===== src/rtl/sd_sector_responder.sv =====
// sd_sector_responder: target-side servicer for the virtual-disk sector protocol.
// Arbitrates per-drive sd_rd/sd_wr requests (lowest index wins), acknowledges the
// winner, and moves one 512-byte sector between the initiator buffer and a
// byte-wide backing store. Also keeps a per-drive mount table and publishes
// mount events on img_mounted/img_size/img_readonly.
// Optional feature macro: SD_RESPONDER_WRITE_EN enables the memory write path;
// without it every write is acknowledged as a null transfer and mem_we stays 0.
module sd_sector_responder #(
    parameter int NUM_DRIVES = 3,
    parameter int ADDR_W     = 41
) (
    input  logic                     clk,
    input  logic                     reset,
    input  logic [32*NUM_DRIVES-1:0] sd_lba_flat,
    input  logic [NUM_DRIVES-1:0]    sd_rd,
    input  logic [NUM_DRIVES-1:0]    sd_wr,
    output logic [NUM_DRIVES-1:0]    sd_ack,
    output logic [8:0]               sd_buff_addr,
    output logic [7:0]               sd_buff_dout,
    output logic                     sd_buff_wr,
    input  logic [8*NUM_DRIVES-1:0]  sd_buff_din_flat,
    output logic [NUM_DRIVES-1:0]    img_mounted,
    output logic [63:0]              img_size,
    output logic                     img_readonly,
    input  logic                     mount_req,
    input  logic [1:0]               mount_drive,
    input  logic [63:0]              mount_size,
    input  logic                     mount_ro,
    output logic                     mem_req,
    output logic                     mem_we,
    output logic [1:0]               mem_drive,
    output logic [ADDR_W-1:0]        mem_addr,
    output logic [7:0]               mem_wdata,
    input  logic [7:0]               mem_rdata,
    input  logic                     mem_ack,
    output logic                     xfer_err
);

`ifdef SD_RESPONDER_WRITE_EN
    localparam bit WRITE_EN = 1'b1;
`else
    localparam bit WRITE_EN = 1'b0;
`endif

    typedef enum logic [2:0] {
        S_IDLE, S_GRANT, S_RD_REQ, S_RD_PUT, S_WR_ADDR, S_WR_SAMPLE, S_WR_REQ, S_DONE
    } state_t;

    state_t                  state_q, state_d;
    logic [1:0]              drive_q, drive_d;
    logic [31:0]             lba_q, lba_d;
    logic                    is_wr_q, is_wr_d;
    logic                    null_q, null_d;
    logic [8:0]              off_q, off_d;
    logic [NUM_DRIVES-1:0]   ack_q, ack_d;
    logic [8:0]              buff_addr_q, buff_addr_d;
    logic [7:0]              buff_dout_q, buff_dout_d;
    logic                    buff_wr_q, buff_wr_d;
    logic                    mem_req_q, mem_req_d;
    logic                    mem_we_q, mem_we_d;
    logic [ADDR_W-1:0]       mem_addr_q, mem_addr_d;
    logic [7:0]              mem_wdata_q, mem_wdata_d;
    logic                    err_q, err_d;
    logic [NUM_DRIVES-1:0]   mounted_q, mounted_d;
    logic [63:0]             img_size_q, img_size_d;
    logic                    img_ro_q, img_ro_d;
    logic [63:0]             size_tab_q [NUM_DRIVES];
    logic [63:0]             size_tab_d [NUM_DRIVES];
    logic                    ro_tab_q   [NUM_DRIVES];
    logic                    ro_tab_d   [NUM_DRIVES];

    logic [31:0]             lba_arr [NUM_DRIVES];
    logic [7:0]              din_arr [NUM_DRIVES];
    logic [1:0]              win;
    logic                    req_any;
    logic [63:0]             win_end;
    logic [ADDR_W-1:0]       base_addr;
    logic [8:0]              off_inc;

    // Split the flattened per-drive buses into indexable arrays
    genvar gi;
    generate
        for (gi = 0; gi < NUM_DRIVES; gi++) begin : g_unpack
            assign lba_arr[gi] = sd_lba_flat[32*gi +: 32];
            assign din_arr[gi] = sd_buff_din_flat[8*gi +: 8];
        end
    endgenerate

    // Sector end byte of the candidate winner, and the latched sector base address
    assign win_end   = {23'd0, lba_arr[win], 9'd0} + 64'd512;
    assign base_addr = ADDR_W'({lba_q, 9'd0});
    assign off_inc   = off_q + 9'd1;

    // Fixed-priority arbitration: lowest-index requesting drive wins
    always_comb begin
        win     = 2'd0;
        req_any = 1'b0;
        for (int i = NUM_DRIVES - 1; i >= 0; i--) begin
            if (sd_rd[i] || sd_wr[i]) begin
                win     = 2'(i);
                req_any = 1'b1;
            end
        end
    end

    // Next-state and next-output logic for the transfer FSM and the mount table
    always_comb begin
        state_d     = state_q;
        drive_d     = drive_q;
        lba_d       = lba_q;
        is_wr_d     = is_wr_q;
        null_d      = null_q;
        off_d       = off_q;
        ack_d       = ack_q;
        buff_addr_d = buff_addr_q;
        buff_dout_d = buff_dout_q;
        buff_wr_d   = 1'b0;
        mem_req_d   = mem_req_q;
        mem_we_d    = mem_we_q;
        mem_addr_d  = mem_addr_q;
        mem_wdata_d = mem_wdata_q;
        err_d       = 1'b0;
        mounted_d   = '0;
        img_size_d  = img_size_q;
        img_ro_d    = img_ro_q;
        size_tab_d  = size_tab_q;
        ro_tab_d    = ro_tab_q;

        // Mount updates the table only; an in-flight transfer keeps its latched null flag
        if (mount_req && (int'(mount_drive) < NUM_DRIVES)) begin
            size_tab_d[mount_drive] = mount_size;
            ro_tab_d[mount_drive]   = mount_ro;
            mounted_d[mount_drive]  = 1'b1;
            img_size_d              = mount_size;
            img_ro_d                = mount_ro;
        end

        case (state_q)
            S_IDLE: begin
                ack_d = '0;
                if (req_any) begin
                    drive_d = win;
                    lba_d   = lba_arr[win];
                    // Read wins when both directions are requested at once
                    is_wr_d = !sd_rd[win];
                    err_d   = sd_rd[win] && sd_wr[win];
                    null_d  = (size_tab_q[win] == 64'd0) || (win_end > size_tab_q[win]) ||
                              (!sd_rd[win] && (ro_tab_q[win] || !WRITE_EN));
                    state_d = S_GRANT;
                end
            end
            S_GRANT: begin
                ack_d          = '0;
                ack_d[drive_q] = 1'b1;
                off_d          = 9'd0;
                err_d          = null_q;
                if (!is_wr_q) begin
                    state_d = S_RD_REQ;
                    if (!null_q) begin
                        mem_req_d  = 1'b1;
                        mem_we_d   = 1'b0;
                        mem_addr_d = base_addr;
                    end
                end else begin
                    // Present offset 0 now so buffer data is ready in WR_SAMPLE
                    buff_addr_d = 9'd0;
                    state_d     = S_WR_ADDR;
                end
            end
            S_RD_REQ: begin
                if (null_q) begin
                    buff_dout_d = 8'h00;
                    state_d     = S_RD_PUT;
                end else if (mem_req_q && mem_ack) begin
                    buff_dout_d = mem_rdata;
                    mem_req_d   = 1'b0;
                    state_d     = S_RD_PUT;
                end
            end
            S_RD_PUT: begin
                buff_wr_d   = 1'b1;
                buff_addr_d = off_q;
                if (off_q == 9'd511) begin
                    state_d = S_DONE;
                end else begin
                    off_d   = off_inc;
                    state_d = S_RD_REQ;
                    if (!null_q) begin
                        mem_req_d  = 1'b1;
                        mem_addr_d = base_addr + ADDR_W'(off_inc);
                    end
                end
            end
            S_WR_ADDR: begin
                state_d = S_WR_SAMPLE;
            end
            S_WR_SAMPLE: begin
                mem_wdata_d = din_arr[drive_q];
                state_d     = S_WR_REQ;
                if (!null_q) begin
                    mem_req_d  = 1'b1;
                    mem_we_d   = WRITE_EN;
                    mem_addr_d = base_addr + ADDR_W'(off_q);
                end
            end
            S_WR_REQ: begin
                if (null_q || (mem_req_q && mem_ack)) begin
                    mem_req_d = 1'b0;
                    mem_we_d  = 1'b0;
                    if (off_q == 9'd511) begin
                        state_d = S_DONE;
                    end else begin
                        off_d       = off_inc;
                        buff_addr_d = off_inc;
                        state_d     = S_WR_ADDR;
                    end
                end
            end
            S_DONE: begin
                ack_d   = '0;
                state_d = S_IDLE;
            end
            default: begin
                ack_d     = '0;
                mem_req_d = 1'b0;
                state_d   = S_IDLE;
            end
        endcase
    end

    // All state and registered outputs; reset abandons any partial sector
    always_ff @(posedge clk or posedge reset) begin
        if (reset) begin
            state_q     <= S_IDLE;
            drive_q     <= 2'd0;
            lba_q       <= 32'd0;
            is_wr_q     <= 1'b0;
            null_q      <= 1'b0;
            off_q       <= 9'd0;
            ack_q       <= '0;
            buff_addr_q <= 9'd0;
            buff_dout_q <= 8'd0;
            buff_wr_q   <= 1'b0;
            mem_req_q   <= 1'b0;
            mem_we_q    <= 1'b0;
            mem_addr_q  <= '0;
            mem_wdata_q <= 8'd0;
            err_q       <= 1'b0;
            mounted_q   <= '0;
            img_size_q  <= 64'd0;
            img_ro_q    <= 1'b0;
            for (int i = 0; i < NUM_DRIVES; i++) begin
                size_tab_q[i] <= 64'd0;
                ro_tab_q[i]   <= 1'b0;
            end
        end else begin
            state_q     <= state_d;
            drive_q     <= drive_d;
            lba_q       <= lba_d;
            is_wr_q     <= is_wr_d;
            null_q      <= null_d;
            off_q       <= off_d;
            ack_q       <= ack_d;
            buff_addr_q <= buff_addr_d;
            buff_dout_q <= buff_dout_d;
            buff_wr_q   <= buff_wr_d;
            mem_req_q   <= mem_req_d;
            mem_we_q    <= mem_we_d;
            mem_addr_q  <= mem_addr_d;
            mem_wdata_q <= mem_wdata_d;
            err_q       <= err_d;
            mounted_q   <= mounted_d;
            img_size_q  <= img_size_d;
            img_ro_q    <= img_ro_d;
            size_tab_q  <= size_tab_d;
            ro_tab_q    <= ro_tab_d;
        end
    end

    assign sd_ack       = ack_q;
    assign sd_buff_addr = buff_addr_q;
    assign sd_buff_dout = buff_dout_q;
    assign sd_buff_wr   = buff_wr_q;
    assign img_mounted  = mounted_q;
    assign img_size     = img_size_q;
    assign img_readonly = img_ro_q;
    assign mem_req      = mem_req_q;
    assign mem_we       = mem_we_q;
    assign mem_drive    = drive_q;
    assign mem_addr     = mem_addr_q;
    assign mem_wdata    = mem_wdata_q;
    assign xfer_err     = err_q;

endmodule


===== config.mk =====
export PLATFORM = sky130hd
export DESIGN_NAME = sd_sector_responder
export DESIGN_NICKNAME = d
export VERILOG_FILES = /design/src/rtl/sd_sector_responder.sv
export SDC_FILE = /design/constraint.sdc
export NUM_CORES = 1
export LEC_CHECK = 0
export ABC_AREA = 1
export CAP_MARGIN = 20
export CORE_ASPECT_RATIO = 2
export CORE_UTILIZATION = 27
export DETAILED_ROUTE_END_ITERATION = 8
export GPL_ROUTABILITY_DRIVEN = 0
export MAX_ROUTING_LAYER = met4
export PLACE_DENSITY = 0.58
export SKIP_CTS_REPAIR_TIMING = 1
export SLEW_MARGIN = 20
export SYNTH_ARGS = -nofsm -noshare
export SYNTH_HDL_FRONTEND = slang
export SYNTH_SLANG_ARGS = --single-unit

===== constraint.sdc =====
create_clock -name clk -period 26.1 [get_ports clk]
set_clock_uncertainty 0.05 [all_clocks]
set_input_delay 5.22 -clock clk [delete_from_list [all_inputs] [get_ports clk]]
set_output_delay 5.22 -clock clk [all_outputs]
set_load 0.03 [all_outputs]

==> out/results.tsv, run 1 <==
metric	value	unit
coreArea	68700	um^2
drt-wirelength-per-cell	18.1	um
power_density	88.1	nW/um^2
ir_drop	0.0520	mV
cts_buffers	39	
multiInputGateArea	7630	um^2
clk_path_buf_depth	3	
drt_iter0_drc	785	
start_util	0.272	
worst_pin_slew	0.993	ns
grt_max_degree	82	
fin_nets	2841	
drv_cap	0	
hold_viol	0	
fill_cells	7175	
grt_pass1_vias	16500	
yosys-top-cells-area	dfrtp_1 (51%), nand2_1 (13%), o21ai_0 (8.5%), inv_1 (6.1%), mux2_2 (3.1%)	
detailedPlace.worstSlack	15.49	ns
fin_crit_sh	0.384	
ys_seq_area_frac	0.509	
critPathMaxFanout	51	
synth_ff_type	dfrtp_1	
holdCritStartpoint	lba_q[30]	
die-area	70500	um^2
cp-startpoint	sd_rd[0]	
final_common_cell	nand2_1	
grt_usage	0.187	
min_period	10.02	ns
die_w	188	um
post-route-drc-count	0	
setup_viol	0	
end_kind	flip-flop	
yosysWarningCount	0	
die_h	374	um
dp_hpwl	47400	um
antenna_left	0	
postSynthAreaPerCell	8.19	um^2
relSlewSlack	0.338	
syn_nets	2532	
overflow	0	
p_leak	11.4	nW
syn_to_final_growth	31.1	%
synth_area	18700	um^2
holdCritPathClass	flip-flop to flip-flop	
slowest_delay	0.52	ns
htreeDepth	2	
crit_top_cell	nand2_1	
rsz0062_at_grt	no	
grt_pass1_wl	97400	um
setup_slack	16.08	ns
dp_cells	3451	
outcome	finished clean	
clk_pin_slew	0.06	ns
drt_wl_total	63800	um
vias	16100	
io_pins	348	
insertion_delay	0.57	ns
critical_path_class	primary input to flip-flop	
synthesis.instances	2287	
synth_top_area_frac	0.509	
required	26.54	ns
layoutNonFillerInstCount	3527	
synth_edf_count	0	
drv_slew	0	
io_buffers	347	
cts_tree	yes	
yosysUniqueCellTypes	44	
utilization	0.357	
start_kind	primary input	
synth-seq-cells	381	
arrival	10.46	ns
num_rows	136	
fin_setup_tns	0	ns
final_cell_mix	nand2_1 (632), dfrtp_1 (381), clkdlybuf4s50_1 (347)	
ys_async_sr_fraction	1.00	
vias_per_cell	4.58	
slowest_stage	clkdlybuf4s50_1	
antenna_found_initial	5	
synth_top_cell_by_area	dfrtp_1	
first_pass_iters	5	
fmax	99.8	MHz
regArea	9530	um^2
worstReg2RegStart	state_q[0]	
drive_above_1_share	0.0758	
cts.sinks	381	
root_buffer	clkbuf_16	
[registers in the layout (all words and copies together), names as in the netlist, 2 cells and up]
signal        cells
mem_wdata         8
lba_q            32
sd_buff_dout      8
img_size         64
sd_buff_addr      9
mem_addr         41
state_q           3
mem_drive         2
size_tab_q      192
img_mounted       3
off_q             9
sd_ack            3
[synthesized netlist by cell type, drive strengths merged (14+ instances only)]
| master | number |
|---|---|
| nor2 | 152 |
| xor2 | 23 |
| a21oi | 41 |
| nand4 | 28 |
| mux2 | 51 |
| a31oi | 25 |
| clkbuf | 65 |
| o22ai | 14 |
| dfrtp | 381 |
| inv | 308 |
| ha | 40 |
| nand3 | 99 |
| o21ai | 336 |
| buf | 37 |
| nor3 | 15 |
| nand2 | 636 |
[final cells by class]
cell class / count / area share
Tap cell: 897 / 0.0457
Multi-Input combinational cell: 1492 / 0.311
Clock buffer: 52 / 0.0467
Clock inverter: 19 / 0.0101
Timing Repair Buffer: 370 / 0.150
Inverter: 312 / 0.0480
Sequential cell: 381 / 0.388
Antenna cell: 4 / 0.000408
[worst paths after layout]
path	to	slack, ns	cells past startpoint
worst max register to register	off_q[4]	22.77	10
worst max-delay path	null_q	16.08	27
max in group asynchronous	size_tab_q[131]	18.90	4
worst min-delay path	lba_q[30]	0.43	2
min in group asynchronous	img_size[44]	5.04	2
worst min register to register	lba_q[30]	0.43	2
[through the flow]
stage          total power [mW]  cell area (um^2)  hold slack, ns
2_1_floorplan              1.26             18700           0.398
3_3_place_gp               1.55             23100           0.414
3_5_place_dp               1.56             23100           0.417
4_1_cts                    2.19             24500           0.433
5_1_grt                    2.29             24500           0.445
6_report                   2.16             24500           0.431
[kinds of logic after synthesis]
kind of cell	synth area share
buffers and inverters	0.0863
and+or+nand+nor	0.208
AOI/OAI and AO/OA	0.127
adders and majority gates	0.0267
xor gates and xnor gates	0.0122
muxes	0.0307
DFF	0.509
[critical path, delay by kind of cell]
family                     cells  cell delay [ns]
buffers and inverters          4             1.44
AOI/OAI and AO/OA              2             0.57
adders and majority gates      1             0.30
and+or+nand+nor               19             2.63
xor gates and xnor gates       1             0.20
[where the power goes]
part | internal, mW | leakage [nW] | total [mW] | switching, mW
Combinational | 0.288 | 5.96 | 0.730 | 0.442
Clock | 0.361 | 0.680 | 0.621 | 0.259
Sequential | 0.736 | 4.72 | 0.812 | 0.0760
Total | 1.38 | 11.4 | 2.16 | 0.778
[routing by layer]
layer / global-route usage / vias up / part of all wire
li1: - / 7923 / -
met1: 0.204 / 7621 / 0.39
met2: 0.337 / 482 / 0.52
met3: 0.0264 / 118 / 0.046
met4: 0.0729 / 0 / 0.037
met5: - / - / 0
Note: power is estimated with default switching activity, not from simulation.
==> run 2: changes to the inputs <==
==> constraint.sdc (replaced) <==
create_clock -name clk -period 10.08 [get_ports clk]
set_clock_uncertainty 0.05 [all_clocks]
set_input_delay 2.016 -clock clk [delete_from_list [all_inputs] [get_ports clk]]
set_output_delay 2.016 -clock clk [all_outputs]
set_load 0.03 [all_outputs]
==> run 2 against run 1 <==
  * Cell count hardly changed
  * Total power increased to 2.5 times the previous value
  * Sequential share of layout area grew 0.23 points
  * Routed wire length is 0.68% higher
  * Worst setup slack got worse by 13 ns
  * Via count increased by 0.90%
  * Register-to-register slack lost 16 ns
  * Die area stayed put
  * Critical path depth shrank 2
  * Clock-buffer cell count rose by 2
  * Global-route usage about the same
  * Combinational power grew to 2.6 times the previous value
==> out/results.tsv, run 2 (synthesis gave the netlist of run 1 again) <==
metric	value	unit	change
root_buffer	clkbuf_16		
pwr-share-comb	0.347		+0.009
syn_to_final_growth	30.3	%	
start_kind	primary input		
detailedPlace.worstSlack	2.93	ns	-12.57 ns
grt_usage	0.187		+0.000232
end_kind	flip-flop		
final_common_cell	nand2_1		
overflow	0		unchanged
largest_reg_flops	192		unchanged
power_density	225	nW/um^2	+160%
post-route-drc-count	0		unchanged
drv_slew	0		unchanged
min_period	6.60	ns	
cts_buffers	40		+2.6%
drive_above_1_share	0.0731		-0.00264
cts.sinks	381		unchanged
hold_viol	0		unchanged
clk_pin_slew	0.06	ns	about the same
finalPower	5.49	mW	+150%
slowest_delay	0.56	ns	+0.04 ns
htreeDepth	2		unchanged
drv_cap	0		unchanged
fin_crit_sh	0.655		
outcome	finished clean		
pwr-share-seq	0.382		+0.007
cts_tree	yes		
die_h	374	um	unchanged
required	10.52	ns	-16.02 ns
antenna_left	0		unchanged
first_pass_iters	7		+2
insertion_delay	0.57	ns	about the same
grt_pass1_vias	16300		-1.4%
final_cell_mix	nand2_1 (632), dfrtp_1 (381), clkdlybuf4s50_1 (347)		
antenna_found_initial	9		+4
die-area	70500	um^2	unchanged
vias_per_cell	4.62		+0.87%
coreArea	68700	um^2	unchanged
start_util	0.272		unchanged
holdWs	0.431	ns	-0.0000860 ns
fin_setup_tns	0	ns	unchanged
grt_max_degree	153		+87%
drt-wirelength-per-cell	18.2	um	+0.65%
critPathMaxFanout	61		+20%
cp.buffers_inverters	2		-2
rsz0062_at_grt	no		
fmax	152	MHz	
num_rows	136		unchanged
drt_iter0_drc	777		-1.0%
p_leak	11.3	nW	-0.70%
cpLargestDelayFamily	simple AND/OR/NAND/NOR gates		
setup_slack	3.48	ns	-12.60 ns
die_w	188	um	unchanged
regMostFlops	size_tab_q		
critical_path_class	primary input to flip-flop		
io_buffers	347		unchanged
vias	16300		+0.90%
worst_pin_slew	1.02	ns	+0.0300 ns
clk_path_buf_depth	3		unchanged
setup_viol	0		unchanged
switchingPower	2.01	mW	+160%
dp_hpwl	47500	um	+0.21%
crit_top_cell	nand2_1		
drt_wl_total	64300	um	+0.68%
slowest_stage	buf_4		
grt_pass1_wl	97100	um	-0.36%
pwr-share-clk	0.271		-0.016
ir_drop	0.153	mV	+190%
arrival	7.03	ns	-3.43 ns
holdCritPathClass	flip-flop to flip-flop		
fin_nets	2840		-0.035%
relSlewSlack	0.318		-0.0200
io_pins	348		unchanged
p_sw_frac	0.366		+0.00597
internal_power	3.48	mW	+150%
-- run 2: changes by cell type in the layout (fill, tap and decap cells not counted) --
cell,change
inv_6,+2
buf_4,-2
buf_12,+1
buf_16,-1
diode_2,+2
clkinv_2,+2
inv_8,-2
inv_2,+1
clkbuf_1,+7
bufinv_16,-3
clkinv_1,-1
clkbuf_8,-5
-- run 2: power by group through the flow --
stage	clock [mW]	combinational, mW	sequential [mW]
after floorplan	0	0.880	2.39
after global placement	0	1.91	2.12
after detailed placement	0	1.92	2.13
after CTS	1.54	1.93	2.10
after global routing	1.59	2.09	2.14
final	1.49	1.90	2.10
-- run 2: worst reg2reg max path, cell delays in order, from the launching register on --
cell     delay [ns]
dfrtp_1        0.40
inv_1          0.11
ha_1           0.24
nand2_1        0.31
inv_1          0.31
nor2_1         0.08
inv_1          0.20
o21ai_0        0.16
a21oi_1        0.78
nand2_1        0.38
o22ai_1        0.22
-- run 2: layout make-up --
class / instances / area, um^2
Tap cell: 897 / 1120
Sequential cell: 381 / 9530
Antenna cell: 6 / 15.0
Clock buffer: 54 / 1100
Fill cell: 7248 / 44300
Inverter: 312 / 1170
Timing Repair Buffer: 368 / 3660
Clock inverter: 18 / 166
Multi-Input combinational cell: 1492 / 7630
-- run 2: final timing paths --
kind,start,endpoint,slack (ns),cells past startpoint
setup / recovery,sd_rd[0],null_q,3.48,25
hold / removal,lba_q[29],lba_q[29],0.43,2
setup reg to reg,state_q[0],off_q[1],6.75,10
hold reg to reg,lba_q[29],lba_q[29],0.43,2
max in group asynchronous,reset,size_tab_q[6],6.72,4
min in group asynchronous,reset,img_size[42],1.91,3
-- run 2: metrics by stage --
step                area (um^2)  cells  utilization
floorplan                 18700   2287            -
global placement          23100   3450        0.336
detailed placement        23100   3450        0.336
CTS                       24400   3522        0.355
global route              24400   3528        0.355
finish                    24400   3528        0.355
-- run 2: routing by layer --
metal	routed length (um)	up-vias	global-route usage
met3	3050	126	0.0284
met2	33800	477	0.334
met4	2430	0	0.0778
li1	-	7926	-
met5	0	-	-
met1	25000	7760	0.204
